File: config.mk
export PLATFORM = sky130hd
export DESIGN_NAME = pipe_hazard_ctrl
export DESIGN_NICKNAME = d
export VERILOG_FILES = /design/src/rtl/pipe_hazard_ctrl.sv
export SDC_FILE = /design/constraint.sdc
export NUM_CORES = 1
export LEC_CHECK = 0
export BUFFER_PORTS_ARGS = -buffer_cell sky130_fd_sc_hd__buf_2
export CAP_MARGIN = 20
export CORE_MARGIN = 4
export CORE_UTILIZATION = 40
export DETAILED_ROUTE_END_ITERATION = 16
export GPL_ROUTABILITY_DRIVEN = 0
export MAX_ROUTING_LAYER = met4
export PLACE_DENSITY = 0.65
export SYNTH_ARGS = -nofsm -noshare
export SYNTH_HDL_FRONTEND = slang
export SYNTH_SLANG_ARGS = --single-unit
File: constraint.sdc
create_clock -name clock -period 3.03 [get_ports clock]
set_input_delay 0.909 -clock clock [delete_from_list [all_inputs] [get_ports clock]]
set_output_delay 0.909 -clock clock [all_outputs]
set_load 0.01 [all_outputs]
File: src/rtl/pipe_hazard_ctrl.sv
// rtl/pipe_hazard_ctrl.sv - pipeline stall/flush/halt controller with memory-wait timeout.
// Optional HAZARD_STATS_EN adds a saturating stall_cnt output.
module pipe_hazard_ctrl #(
  parameter int MEM_TIMEOUT  = 255,
  parameter int DRAIN_CYCLES = 4
) (
  input  logic        clock,
  input  logic        reset_n,
  input  logic        idex_MemRead,
  input  logic [4:0]  idex_rt,
  input  logic [4:0]  ifid_rs,
  input  logic [4:0]  ifid_rt,
  input  logic        ifid_uses_rt,
  input  logic        branch_taken,
  input  logic        jump,
  input  logic        mem_busy,
  input  logic        halt_req,
  input  logic        resume,
  output logic        pc_en,
  output logic        ifid_en,
  output logic        idex_en,
  output logic        exmem_en,
  output logic        memwb_en,
  output logic        ifid_flush,
  output logic        idex_flush,
  output logic        halted,
`ifdef HAZARD_STATS_EN
  output logic [15:0] stall_cnt,
`endif
  output logic        timeout_err
);

  typedef enum logic [1:0] {S_RUN, S_MEMWAIT, S_DRAIN, S_HALTED} state_t;

  state_t      r_state, w_next;
  logic [7:0]  r_wait_cnt, w_wait_nxt;
  logic [3:0]  r_drain_cnt, w_drain_nxt;
  logic        r_timeout_err;
  logic        w_load_use;
  logic        w_pc_en, w_ifid_en, w_idex_en, w_exmem_en, w_memwb_en;
  logic        w_ifid_flush, w_idex_flush;

  assign w_load_use = idex_MemRead && (idex_rt != 5'd0) &&
                      ((idex_rt == ifid_rs) || (ifid_uses_rt && (idex_rt == ifid_rt)));

  always_comb begin
    w_next       = r_state;
    w_wait_nxt   = r_wait_cnt;
    w_drain_nxt  = r_drain_cnt;
    w_pc_en      = 1'b1;
    w_ifid_en    = 1'b1;
    w_idex_en    = 1'b1;
    w_exmem_en   = 1'b1;
    w_memwb_en   = 1'b1;
    w_ifid_flush = 1'b0;
    w_idex_flush = 1'b0;
    case (r_state)
      S_RUN: begin
        if (mem_busy) begin
          {w_pc_en, w_ifid_en, w_idex_en, w_exmem_en, w_memwb_en} = 5'b00000;
          w_next     = S_MEMWAIT;
          w_wait_nxt = 8'd1;
        end else begin
          if (branch_taken) begin
            w_ifid_flush = 1'b1;
            w_idex_flush = 1'b1;
          end else if (w_load_use) begin
            w_pc_en      = 1'b0;
            w_ifid_en    = 1'b0;
            w_idex_flush = 1'b1;
          end else if (jump) begin
            w_ifid_flush = 1'b1;
          end
          if (halt_req) begin
            w_next      = S_DRAIN;
            w_drain_nxt = 4'd0;
          end
        end
      end
      S_MEMWAIT: begin
        if (mem_busy) begin
          {w_pc_en, w_ifid_en, w_idex_en, w_exmem_en, w_memwb_en} = 5'b00000;
          if (r_wait_cnt != 8'hFF) w_wait_nxt = r_wait_cnt + 8'd1;
        end else begin
          w_next = S_RUN;
        end
      end
      S_DRAIN: begin
        if (mem_busy) begin
          {w_pc_en, w_ifid_en, w_idex_en, w_exmem_en, w_memwb_en} = 5'b00000;
        end else begin
          // Stop fetching and squash IF/ID while older instructions retire.
          w_pc_en      = 1'b0;
          w_ifid_flush = 1'b1;
          w_drain_nxt  = r_drain_cnt + 4'd1;
          if (r_drain_cnt == 4'(DRAIN_CYCLES - 1)) w_next = S_HALTED;
        end
      end
      S_HALTED: begin
        {w_pc_en, w_ifid_en, w_idex_en, w_exmem_en, w_memwb_en} = 5'b00000;
        if (resume) w_next = S_RUN;
      end
      default: w_next = S_RUN;
    endcase
    // Outputs go to free-running defaults as soon as reset asserts, not at the next edge.
    if (!reset_n) begin
      {w_pc_en, w_ifid_en, w_idex_en, w_exmem_en, w_memwb_en} = 5'b11111;
      w_ifid_flush = 1'b0;
      w_idex_flush = 1'b0;
    end
  end

  always_ff @(posedge clock or negedge reset_n) begin
    if (!reset_n) begin
      r_state       <= S_RUN;
      r_wait_cnt    <= 8'd0;
      r_drain_cnt   <= 4'd0;
      r_timeout_err <= 1'b0;
    end else begin
      r_state     <= w_next;
      r_wait_cnt  <= w_wait_nxt;
      r_drain_cnt <= w_drain_nxt;
      if (w_wait_nxt == 8'(MEM_TIMEOUT)) r_timeout_err <= 1'b1;
    end
  end

`ifdef HAZARD_STATS_EN
  logic [15:0] r_stall_cnt;

  always_ff @(posedge clock or negedge reset_n) begin
    if (!reset_n) begin
      r_stall_cnt <= 16'd0;
    end else if (!w_pc_en && (r_stall_cnt != 16'hFFFF)) begin
      r_stall_cnt <= r_stall_cnt + 16'd1;
    end
  end

  assign stall_cnt = r_stall_cnt;
`endif

  assign pc_en       = w_pc_en;
  assign ifid_en     = w_ifid_en;
  assign idex_en     = w_idex_en;
  assign exmem_en    = w_exmem_en;
  assign memwb_en    = w_memwb_en;
  assign ifid_flush  = w_ifid_flush;
  assign idex_flush  = w_idex_flush;
  assign halted      = (r_state == S_HALTED);
  assign timeout_err = r_timeout_err;

endmodule
# Yosys cells after proc, flatten, opt, wreduce, memory -nomap -nowiden
# Cells that the tools add are included.
[totals]
ff_bits = 15
[op_classes]
addsub = 2
n_eq_ne = 15
mux = 36
reduce_logical = 12
[ops]
columns = ["cell", "n"]
rows = [
  ["$mux W8", 3],
  ["$mux W1", 17],
  ["$pmux W8 S2", 1],
  ["$mux W2", 6],
  ["$mux W4", 3],
  ["$ne A2 B2 Y1 const B", 6],
  ["$eq A5 B5 Y1", 2],
  ["$add A8 B1 Y8 const B", 1],
  ["$eq A8 B8 Y1 const B", 1],
  ["$ne A8 B8 Y1 const B", 1],
  ["$pmux W2 S4", 1],
  ["$pmux W4 S2", 1],
  ["$pmux W1 S3", 2],
  ["$reduce_and A5 Y1", 1],
  ["$reduce_bool A5 Y1", 1],
  ["$add A4 B1 Y4 const B", 1],
  ["$eq A2 B2 Y1 const B", 2],
  ["$eq A4 B2 Y1 const B", 1],
  ["$pmux W1 S2", 2],
  ["$reduce_and A4 Y1", 1],
  ["$reduce_or A2 Y1", 2],
  ["$logic_and A1 B1 Y1", 3],
  ["$ne A3 B3 Y1 const B", 1],
  ["$reduce_or A3 Y1", 1],
  ["other kinds (4)", 4],
]

# Longest topological paths before layout
# Gate-level depths: netlist of run 1.
[logic_depth]
word_depth = 9
mapped_depth = 9

# Worst setup path after synthesis of run 1
# Ideal clock, no wire load.
[synth_timing]
path_type = "input port to output port"
start = "input idex_rt[1]"
end = "output ifid_flush"
t_arrival_ps = 2026
t_required_ps = 2121
path_slack_ps = 95
stages = 4
n_path_buf = 0
path_cell_list = "or4_1 > o221ai_2 > a21oi_1 > o21ai_0"
[synth_between]
elab_chain_len = 9
word_cells_on_any_way = 12
[synth_lines]
columns = ["item", "line", "rtl"]
rows = [
  ["start, declared", "10", "input logic [4:0] idex_rt,"],
  ["$eq A5 B5 Y1", "44", "((idex_rt == ifid_rs) || (ifid_uses_rt && (idex_rt == ifid_rt)));"],
  ["$logic_and A1 B1 Y1", "44", ""],
  ["$logic_or A1 B1 Y1", "44", ""],
  ["$logic_and A1 B1 Y1 *", "43", "assign w_load_use = idex_MemRead && (idex_rt != 5'd0) &&"],
  ["$mux W1 *", "67", "end else if (w_load_use) begin"],
  ["$mux W1 *", "64", "if (branch_taken) begin"],
  ["$mux W1 *", "59", "if (mem_busy) begin"],
  ["$pmux W1 S2 *", "57", "case (r_state)"],
  ["$mux W1 *", "106", "if (!reset_n) begin"],
  ["end, declared", "24", "output logic ifid_flush,"],
]
# Mark *: on every way between the ends. The rest lies on a longest branch, timed or not.

# Final worst setup path of run 1
[layout_timing]
start = "input idex_rt[0]"
end = "output ifid_en"
[layout_between]
elab_chain_len = 9
word_cells_on_any_way = 12
[layout_lines]
columns = ["item", "line", "rtl"]
rows = [
  ["$eq A5 B5 Y1", "44", ""],
  ["$logic_and A1 B1 Y1", "44", ""],
  ["$logic_or A1 B1 Y1", "44", ""],
  ["$logic_and A1 B1 Y1 *", "43", ""],
  ["$mux W1 *", "67", ""],
  ["$mux W1 *", "64", ""],
  ["$mux W1 *", "59", ""],
  ["$pmux W1 S3 *", "57", ""],
  ["$mux W1 *", "106", ""],
  ["end, declared", "20", "output logic ifid_en,"],
]
# Marked as above.

==> out/results.tsv, run 1 <==
stage	metric	value	unit
run_status	status	finished, violations left	
run_status	failed_checks	setup timing	
global_routing	grt_antenna_before_repair	0	
clocking	clkSinkCount	15	
yosys	synthCells	131	
timing	tns	-0.254	ns
setup_path	arrival	2.24	ns
placement	dp_hpwl	2.13	mm
floorplan	floorplan.rows	19	
global_routing	track_usage	16.7	%
routing	vias	1086	
timing	slew_headroom	63.5	%
yosys	synth.yosys.seq_area_share	33.2	%
setup_path	critPathRequiredTime	2.12	ns
clocking	root_buffer	clkbuf_4	
cells_and_area	fin_cells	196	
placement	port_buffers	32	
global_routing	overflow	0	
pwr	pwr_density_cell	631	mW/mm²
timing	hold_viol_final	0	
global_routing	grt_start_max_net_pins	17	
yosys	synth-edff-count	0	
clocking	clock_latency	0.28	ns
cells_and_area	area_delta_synth_final	21.6	%
routing	drt_iter0_drc	39	
floorplan	start_util	41.3	%
timing	fmax	318	MHz
timing	tightestPinTransition	0.548	ns
setup_path	crit_path_max_fanout	3	
setup_path	cp_cell_sequence	buf_6 -> xor2_1 -> nor4_1 -> and3_1 -> o221ai_2 -> o31ai_2 -> o21ai_1 -> buf_2	
clocking	cts_max_level	1	
routing	drt_wl_total	2.75	mm
global_routing	first_global_vias	1035	
setup_path	start_kind	input port	
timing	clock_skew	0.00137	ns
routing	drcViolationCount	0	
setup_path	end_kind	output port	
yosys	yosysWarnings	0	
floorplan	dieHeight	61.1	µm
floorplan	dieArea	0.00374	mm²
yosys	yosys.area.top_type	dfrtp_1	
cells_and_area	insertedDiodeCount	0	
cells_and_area	drive_gt1_share	29.7	%
yosys	synth.area.top_cells	dfrtp_1, ha_1, o21ai_0	
yosys	synth_most_common_cell	dfrtp_1	
timing	rsz0062_at_grt	true	
setup_path	crit_path_max_incr_delay	0.25	ns
routing	drtAntennaViolNets	0	
timing	slew_violations	0	
routing	detailedRoute.firstPassIterationCount	4	
yosys	synth_top_flop_cell	dfrtp_1	
global_routing	grt_pass1_wl	4.54	mm
routing	viasPerCell	5.54	
floorplan	die_x	61.1	µm
floorplan	pin_count	33	
setup_path	cp_slowest_cell	o31ai_2	
setup_path	crit_start	idex_rt[0]	
yosys	yosysUniqueCellTypes	41	
yosys	synth_commonest_cells	dfrtp_1, o21ai_0, nand2_1, nand3_1, inv_1	
yosys	synth_nets	161	
setup_path	path_class	input port to output port	
yosys	syn-mean-instance-area	8.62	µm²
pwr	ir_drop	0.391	mV
timing	setup_viol	3	
pwr	p_leak	0.650	nW
placement	dp_cells	192	
clocking	cts_tree	done	
setup_path	r2r_start	r_state[1]$_DFFE_PN0P_	
yosys	synth_area	0.00113	mm²
routing	routedWlPerCell	14.0	µm
yosys	synthArstFlopShare	100	%
setup_path	critPathBufInv	2	
clocking	clkTransAtPathRegs	0.09	ns
clocking	numCtsBuffers	3	
floorplan	core	0.00273	mm²
yosys	synth_seq_cells	15	
clocking	post_cts_buffers	0	
setup_path	cp_top_family	compound AO/OA/AOI/OAI gates	
hold_path	holdCritPathClass	input port to asynchronous set/reset pin	
timing	period_needed	3.15	ns
yosys	synthDominantCellAreaShare	33.2	%
timing	period_share	104	%
flow_run	cap_violations	0	
cells_and_area	finish.utilization	50.3	%
timing	worst_slack	-0.118	ns
cells_and_area	layout.nets	196	
clocking	cts_max_path_buffers	2	
[through the flow]
stage               hold slack, ns  cell area, µm²  setup slack, ns  power, mW
CTS                          0.455            1370           -0.130      0.871
global placement             0.445            1320           -0.116      0.740
detailed placement           0.453            1320           -0.159      0.749
global route                 0.446            1370           -0.185      0.954
floorplan                    0.484            1130           0.0951      0.630
finish                       0.454            1370           -0.118      0.867
[cell type report]
type	instances	area [µm²]
repair buffers	35	201
inverters	9	33.8
multi-input cells	102	697
flip-flops and latches	15	375
clock buffers	3	22.5
well taps	31	38.8
fillers	255	1360
clock inverters	1	5.00
[worst paths after layout]
path,end,slack (ns),cells past startpoint
hold reg to reg,timeout_err$_DFFE_PN0N_,0.47,1
setup / recovery,ifid_en,-0.12,8
setup reg to reg,timeout_err$_DFFE_PN0N_,0.87,6
max in group asynchronous,r_drain_cnt[0]$_DFFE_PN0P_,2.18,2
hold / removal,r_state[1]$_DFFE_PN0P_,0.45,1
min in group clock,timeout_err$_DFFE_PN0N_,0.47,1
[timing repair]
item | in CTS | in global routing
setup endpoints to repair | 3 | 4
gates resized for setup | 6 | 2
cloned | 0 | 0
pin swaps | 1 | 0
hold endpoints to repair | 0 | 0
hold buffers | 0 | 0
[kinds of logic after synthesis]
group / synth area share, %
AO/OA/AOI/OAI: 24.6
adder cells (fa/ha/maj): 6.64
AND/OR/NAND/NOR: 20.3
XOR/XNOR: 8.53
buffers and inverters: 5.87
flip-flops: 33.2
multiplexers: 0.886
[registers in the layout, summed over array words and instances, names as in the netlist]
name / count
r_state: 2
r_wait_cnt: 8
r_drain_cnt: 4
timeout_err: 1
[metal layers]
layer  routed length (µm)  global-route usage, %  vias up
li1                     -                      -      548
met1                 1160                   20.6      496
met2                 1330                   27.6       42
met3                  251                   1.68        0
met4                    0                   7.12        0
met5                    0                      -        -
[where the power goes]
part           internal (mW)  leakage, nW  switching (mW)
Combinational          0.181        0.434           0.264
Clock                 0.0490       0.0177          0.0664
Sequential             0.252        0.199          0.0539
Total                  0.482        0.650           0.385
[placed cells by master, fill, tap and decap left out, types with 5 or more instances in the layout]
master / netlist / routed
xnor2_1: 5 / 5
ha_1: 6 / 6
buf_2: 2 / 29
inv_1: 9 / 9
xor2_1: 6 / 6
a21oi_1: 8 / 8
nand2_1: 11 / 11
dfrtp_1: 15 / 15
o21ai_0: 13 / 12
nand3_1: 11 / 11
nor2_1: 6 / 6
(Power assumes the default switching activity.)
==> run 2: changes to the inputs <==
--- a/config.mk
+++ b/config.mk
@@ -13,6 +13,7 @@
 export GPL_ROUTABILITY_DRIVEN = 0
 export MAX_ROUTING_LAYER = met4
 export PLACE_DENSITY = 0.65
+export SETUP_SLACK_MARGIN = 0.15
 export SYNTH_ARGS = -nofsm -noshare
 export SYNTH_HDL_FRONTEND = slang
 export SYNTH_SLANG_ARGS = --single-unit
==> run 2 against run 1 <==
Effect of this change: the run still ends with setup timing left; non-clock buffer count up 1; register-to-register slack hardly changed; highest routed layer is now met4; sequential power is essentially flat; critical path type unchanged; routed wire length up 3.0%; sequential share of layout area fell by 0.61 points; fmax fell by 2.5%; clock power hardly changed; largest power group unchanged; via count increased by 1.1%; critical path depth unchanged; worst setup slack got worse by 0.082 ns; die area unchanged; cell area rose by 2.3%.
==> out/results.tsv, run 2 (synthesis results as in run 1) <==
stage	metric	value	unit
setup_path	start_kind	input port	
pwr	switching_power	0.379	mW
floorplan	dieArea	0.00374	mm²
pwr	seq_power_share	35.6	%
setup_path	path_class	input port to output port	
flow_run	cap_violations	0	
pwr	p_int	0.481	mW
cells_and_area	insertedDiodeCount	0	
global_routing	first_global_vias	1034	
global_routing	grt_start_max_net_pins	17	
setup_path	crit_path_max_fanout	3	
cells_and_area	stdcell_area	0.00141	mm²
clocking	root_buffer	clkbuf_4	
routing	detailedRoute.firstPassIterationCount	4	
routing	drt_iter0_drc	45	
setup_path	arrival	2.32	ns
placement	dp_hpwl	2.20	mm
pwr	clkPwrFrac	13.1	%
pwr	power	0.860	mW
routing	drt_wl_total	2.83	mm
setup_path	critPathRequiredTime	2.12	ns
clocking	clkTransAtPathRegs	0.08	ns
timing	setup_viol	3	
routing	viasPerCell	5.57	
cells_and_area	num-fill-cells	264	
timing	fin_hold_ws	0.471	ns
clocking	clkSinkCount	15	
timing	slew_violations	0	
timing	worst_slack	-0.199	ns
placement	dpl-instance-area	0.00132	mm²
run_status	failed_checks	setup timing	
global_routing	overflow	0	
clocking	cts_max_level	1	
timing	slew_headroom	63.7	%
routing	vias	1098	
hold_path	holdCritPathClass	input port to asynchronous set/reset pin	
clocking	clock_latency	0.28	ns
timing	hold_viol_final	0	
run_status	status	finished, violations left	
clocking	cts_max_path_buffers	2	
pwr	swShare	44.1	%
floorplan	die_x	61.1	µm
timing	period_needed	3.23	ns
pwr	p_leak	0.657	nW
cells_and_area	final_common_cell	buf_2	
cells_and_area	area_delta_synth_final	24.4	%
cells_and_area	largest_reg_flops	8	
clocking	cts_tree	done	
floorplan	core	0.00273	mm²
floorplan	floorplan.rows	19	
floorplan	pin_count	33	
routing	wl_met3	237	µm
cells_and_area	mostFrequentLayoutCells	buf_2, dfrtp_1, o21ai_0, nand2_1, nand3_1	
routing	wl_met2	1.41	mm
global_routing	grt_pass1_wl	4.41	mm
clocking	postCtsHoldBufs	0	
timing	period_share	107	%
timing	fmax	310	MHz
cells_and_area	largest_register	r_wait_cnt	
placement	port_buffers	32	
cells_and_area	top_regs	r_wait_cnt x8, r_drain_cnt x4, r_state x2	
pwr	pwr_density_cell	612	mW/mm²
pwr	combPwrFrac	51.2	%
cells_and_area	layout.nets	197	
floorplan	start_util	41.3	%
setup_path	end_kind	output port	
pwr	ir_drop	0.522	mV
cells_and_area	drive_gt1_share	30.1	%
cells_and_area	multi_input_area	706	µm²
clocking	numCtsBuffers	3	
floorplan	dieHeight	61.1	µm
timing	clock_skew	0.0105	ns
cells_and_area	regArea	375	µm²
global_routing	grt_antenna_before_repair	0	
timing	rsz0062_at_grt	true	
routing	top_layer	met4	
global_routing	track_usage	16.2	%
routing	routedWlPerCell	14.4	µm
routing	drcViolationCount	0	
timing	tightestPinTransition	0.545	ns
routing	drtAntennaViolNets	0	
routing	drt-met1-wl	1.17	mm
## run 2: final cells by class
| type | instances | share of cell area (%) |
|---|---|---|
| clock buffer | 4 | 1.87 |
| timing repair buffer | 36 | 16.0 |
| inverter | 9 | 2.40 |
| multi-input combinational | 102 | 50.2 |
| tap | 31 | 2.76 |
| sequential | 15 | 26.7 |
## run 2: worst paths after layout
check                      slack, ns                    start                    endpoint  cells after the start
hold reg to reg                 0.49  timeout_err$_DFFE_PN0N_     timeout_err$_DFFE_PN0N_                      1
min in group clock              0.49  timeout_err$_DFFE_PN0N_     timeout_err$_DFFE_PN0N_                      1
setup reg to reg                0.87   r_state[1]$_DFFE_PN0P_     timeout_err$_DFFE_PN0N_                      6
max in group asynchronous       2.16                  reset_n  r_drain_cnt[1]$_DFFE_PN0P_                      2
setup / recovery               -0.20               ifid_rt[1]                       pc_en                      8
hold / removal                  0.47                  reset_n  r_drain_cnt[3]$_DFFE_PN0P_                      1
## run 2: metrics by stage
stage	utilization (%)	std cells	setup TNS [ns]	setup slack (ns)
finish	51.4	197	-0.530	-0.199
floorplan	-	131	0	0.164
global route	51.4	197	-0.767	-0.262
detailed placement	48.2	192	-0.545	-0.216
CTS	50.0	196	-0.414	-0.184
global placement	48.2	192	-0.195	-0.0855
## run 2: critical path, cell delays in order
cell and delay, ns:
buf_6 0.10, xor2_2 0.17, nor4_2 0.28, and3_1 0.21, o221ai_2 0.13, o31ai_2 0.28
o21ai_1 0.09, buf_2 0.15
## run 2: timing repair
item / in CTS / in global routing
pin swaps: 3 / 7
buffers inserted: 0 / 1
resized for setup: 6 / 5
cloned: 0 / 0
endpoints found under the setup margin: 4 / 4
## run 2: layer usage
| metal | global-route usage, % | up-vias |
|---|---|---|
| li1 | - | 547 |
| met2 | 28.9 | 42 |
| met4 | 5.57 | 0 |
| met5 | - | - |
| met1 | 18.9 | 507 |
| met3 | 1.47 | 2 |
## run 2: power by group through the flow
stage | clock network, mW | logic (mW) | registers (mW)
floorplan | 0 | 0.332 | 0.298
global placement | 0 | 0.425 | 0.306
detailed placement | 0 | 0.433 | 0.310
CTS | 0.119 | 0.438 | 0.306
global route | 0.126 | 0.504 | 0.317
finish | 0.113 | 0.441 | 0.307
==> run 3: changes to the inputs <==
--- a/config.mk
+++ b/config.mk
@@ -5,14 +5,14 @@
 export SDC_FILE = /design/constraint.sdc
 export NUM_CORES = 1
 export LEC_CHECK = 0
-export BUFFER_PORTS_ARGS = -buffer_cell sky130_fd_sc_hd__buf_2
 export CAP_MARGIN = 20
 export CORE_MARGIN = 4
 export CORE_UTILIZATION = 40
 export DETAILED_ROUTE_END_ITERATION = 16
+export DONT_BUFFER_PORTS = 1
 export GPL_ROUTABILITY_DRIVEN = 0
 export MAX_ROUTING_LAYER = met4
-export PLACE_DENSITY = 0.65
+export PLACE_DENSITY = 0.55
 export SETUP_SLACK_MARGIN = 0.15
 export SYNTH_ARGS = -nofsm -noshare
 export SYNTH_HDL_FRONTEND = slang
==> run 3 against run 2 <==
Effect of this change: the flow now finishes without violations; critical path depth is 2 lower; power down 5.1%; hold slack worse by 0.16 ns; worst setup slack improved by 0.29 ns; via count shrank 12%; global-route usage shrank 2.1 points; utilization down 8.5 points.
==> out/results.tsv, run 3 (synthesis results as in run 1) <==
stage	metric	value	unit
floorplan	die_x	61.1	µm
floorplan	core	0.00273	mm²
setup_path	start_kind	input port	
global_routing	grt_pass1_wl	3.80	mm
pwr	switching_power	0.363	mW
setup_path	end_kind	output port	
cells_and_area	layout.nets	162	
setup_path	arrival	2.03	ns
timing	rsz0062_at_grt	true	
cells_and_area	largest_register	r_wait_cnt	
setup_path	path_class	input port to output port	
pwr	p_int	0.453	mW
flow_run	cap_violations	0	
clocking	clkTransAtPathRegs	0.09	ns
setup_path	cp_slowest_cell	nor4_1	
routing	drt_wl_total	2.40	mm
clocking	cts_tree	done	
run_status	status	complete, no violations	
floorplan	floorplan.rows	19	
setup_path	cp_cell_sequence	xor2_1 -> nor4_1 -> and3_1 -> o221ai_2 -> o31ai_2 -> o21ai_1	
pwr	swShare	44.5	%
pwr	clkPwrFrac	14.3	%
timing	fmax	340	MHz
floorplan	start_util	41.3	%
timing	setup_viol	0	
cells_and_area	largest_reg_flops	8	
routing	drcViolationCount	0	
global_routing	track_usage	14.1	%
global_routing	grt_start_max_net_pins	21	
routing	vias	970	
clocking	root_buffer	clkbuf_4	
timing	worst_slack	0.0916	ns
pwr	power	0.816	mW
floorplan	dieArea	0.00374	mm²
placement	dp_slack	0.0897	ns
global_routing	first_global_vias	902	
timing	period_share	97.0	%
timing	slew_headroom	64.9	%
setup_path	crit_path_max_fanout	3	
global_routing	overflow	0	
clocking	clkSinkCount	15	
clocking	cts_max_level	1	
clocking	clock_latency	0.28	ns
timing	tns	0	ns
cells_and_area	mostFrequentLayoutCells	dfrtp_1, o21ai_0, nand2_1, nand3_1, inv_1	
setup_path	critPathBufInv	0	
hold_path	holdCritPathClass	input port to asynchronous set/reset pin	
cells_and_area	area_delta_synth_final	3.88	%
clocking	post_cts_buffers	0	
pwr	ir_drop	0.421	mV
setup_path	critPathRequiredTime	2.12	ns
cells_and_area	top_regs	r_wait_cnt x8, r_drain_cnt x4, r_state x2	
cells_and_area	multi_input_area	692	µm²
routing	viasPerCell	5.99	
timing	slew_violations	0	
pwr	combPwrFrac	48.2	%
cells_and_area	regArea	375	µm²
routing	drtAntennaViolNets	0	
clocking	cts_max_path_buffers	2	
timing	period_needed	2.94	ns
cells_and_area	drive_gt1_share	9.92	%
floorplan	pin_count	33	
pwr	pwr_density_cell	696	mW/mm²
global_routing	grt_antenna_before_repair	0	
setup_path	crit_path_max_incr_delay	0.27	ns
cells_and_area	stdcell_area	0.00117	mm²
timing	clock_skew	0.00203	ns
pwr	p_leak	0.503	nW
routing	detailedRoute.firstPassIterationCount	4	
clocking	numCtsBuffers	3	
placement	port_buffers	0	
placement	dp_hpwl	1.86	mm
placement	dpl-instance-area	0.00114	mm²
routing	drt_iter0_drc	51	
floorplan	dieHeight	61.1	µm
routing	routedWlPerCell	14.8	µm
cells_and_area	insertedDiodeCount	0	
cells_and_area	finish.utilization	42.9	%
timing	hold_viol_final	0	
timing	tightestPinTransition	0.526	ns
setup_path	cp_top_family	compound AO/OA/AOI/OAI gates	
cells_and_area	num-fill-cells	289	
pwr	seq_power_share	37.5	%
cells_and_area	final_common_cell	dfrtp_1	
-- run 3: cell count changes in the layout (fill, tap and decap cells not counted), sizes merged --
| cell | before | now |
|---|---|---|
| buf | 36 | 1 |
-- run 3: layout make-up --
type | count | area share, %
clock buffers | 4 | 2.24
inverters | 9 | 2.88
multi-input cells | 102 | 59.0
flip-flops and latches | 15 | 32.0
well taps | 31 | 3.30
repair buffers | 1 | 0.640
-- run 3: per-layer routing --
layer	vias to the layer above	GRT usage (%)	share of wire [%]
met1	457	16.1	43
met5	-	-	0
met4	0	7.74	2.0
li1	478	-	-
met3	4	2.73	8.0
met2	31	23.0	47
-- run 3: power by group through the flow --
stage | Sequential, mW | Combinational (mW) | Clock, mW
4_1_cts | 0.305 | 0.394 | 0.125
2_1_floorplan | 0.298 | 0.332 | 0
6_report | 0.306 | 0.393 | 0.117
3_5_place_dp | 0.309 | 0.391 | 0
3_3_place_gp | 0.307 | 0.388 | 0
5_1_grt | 0.312 | 0.453 | 0.135
-- run 3: what timing repair did --
action / 4_1_cts / 5_1_grt
resized for setup: 1 / 0
setup endpoints to repair: 3 / 4
hold endpoints to repair: 0 / 0
cloned: 0 / 0
hold buffers: 0 / 0
-- run 3: worst register-to-register path: cells and delay by family (launching register included) --
family          cells  cell delay [ns]
buf+inv             1             0.08
flops               1             0.41
compound gates      4             0.86
simple gates        1             0.20
fa+ha+maj           1             0.49
-- run 3: worst paths after layout --
kind | start | end | slack, ns | cells after the start
max | idex_rt[3] | ifid_en | 0.09 | 6
min | reset_n | r_state[0]$_DFFE_PN0P_ | 0.31 | 0
max reg2reg | r_state[1]$_DFFE_PN0P_ | timeout_err$_DFFE_PN0N_ | 0.89 | 7
min reg2reg | r_drain_cnt[1]$_DFFE_PN0P_ | r_drain_cnt[1]$_DFFE_PN0P_ | 0.54 | 1
max in group asynchronous | reset_n | timeout_err$_DFFE_PN0N_ | 2.65 | 0
min in group clock | r_drain_cnt[1]$_DFFE_PN0P_ | r_drain_cnt[1]$_DFFE_PN0P_ | 0.54 | 1
-- run 3: stage by stage --
stage	cells	hold WS (ns)
6_report	162	0.306
5_1_grt	162	0.277
4_1_cts	162	0.291
3_5_place_dp	158	0.518
3_3_place_gp	158	0.504
2_1_floorplan	131	0.484
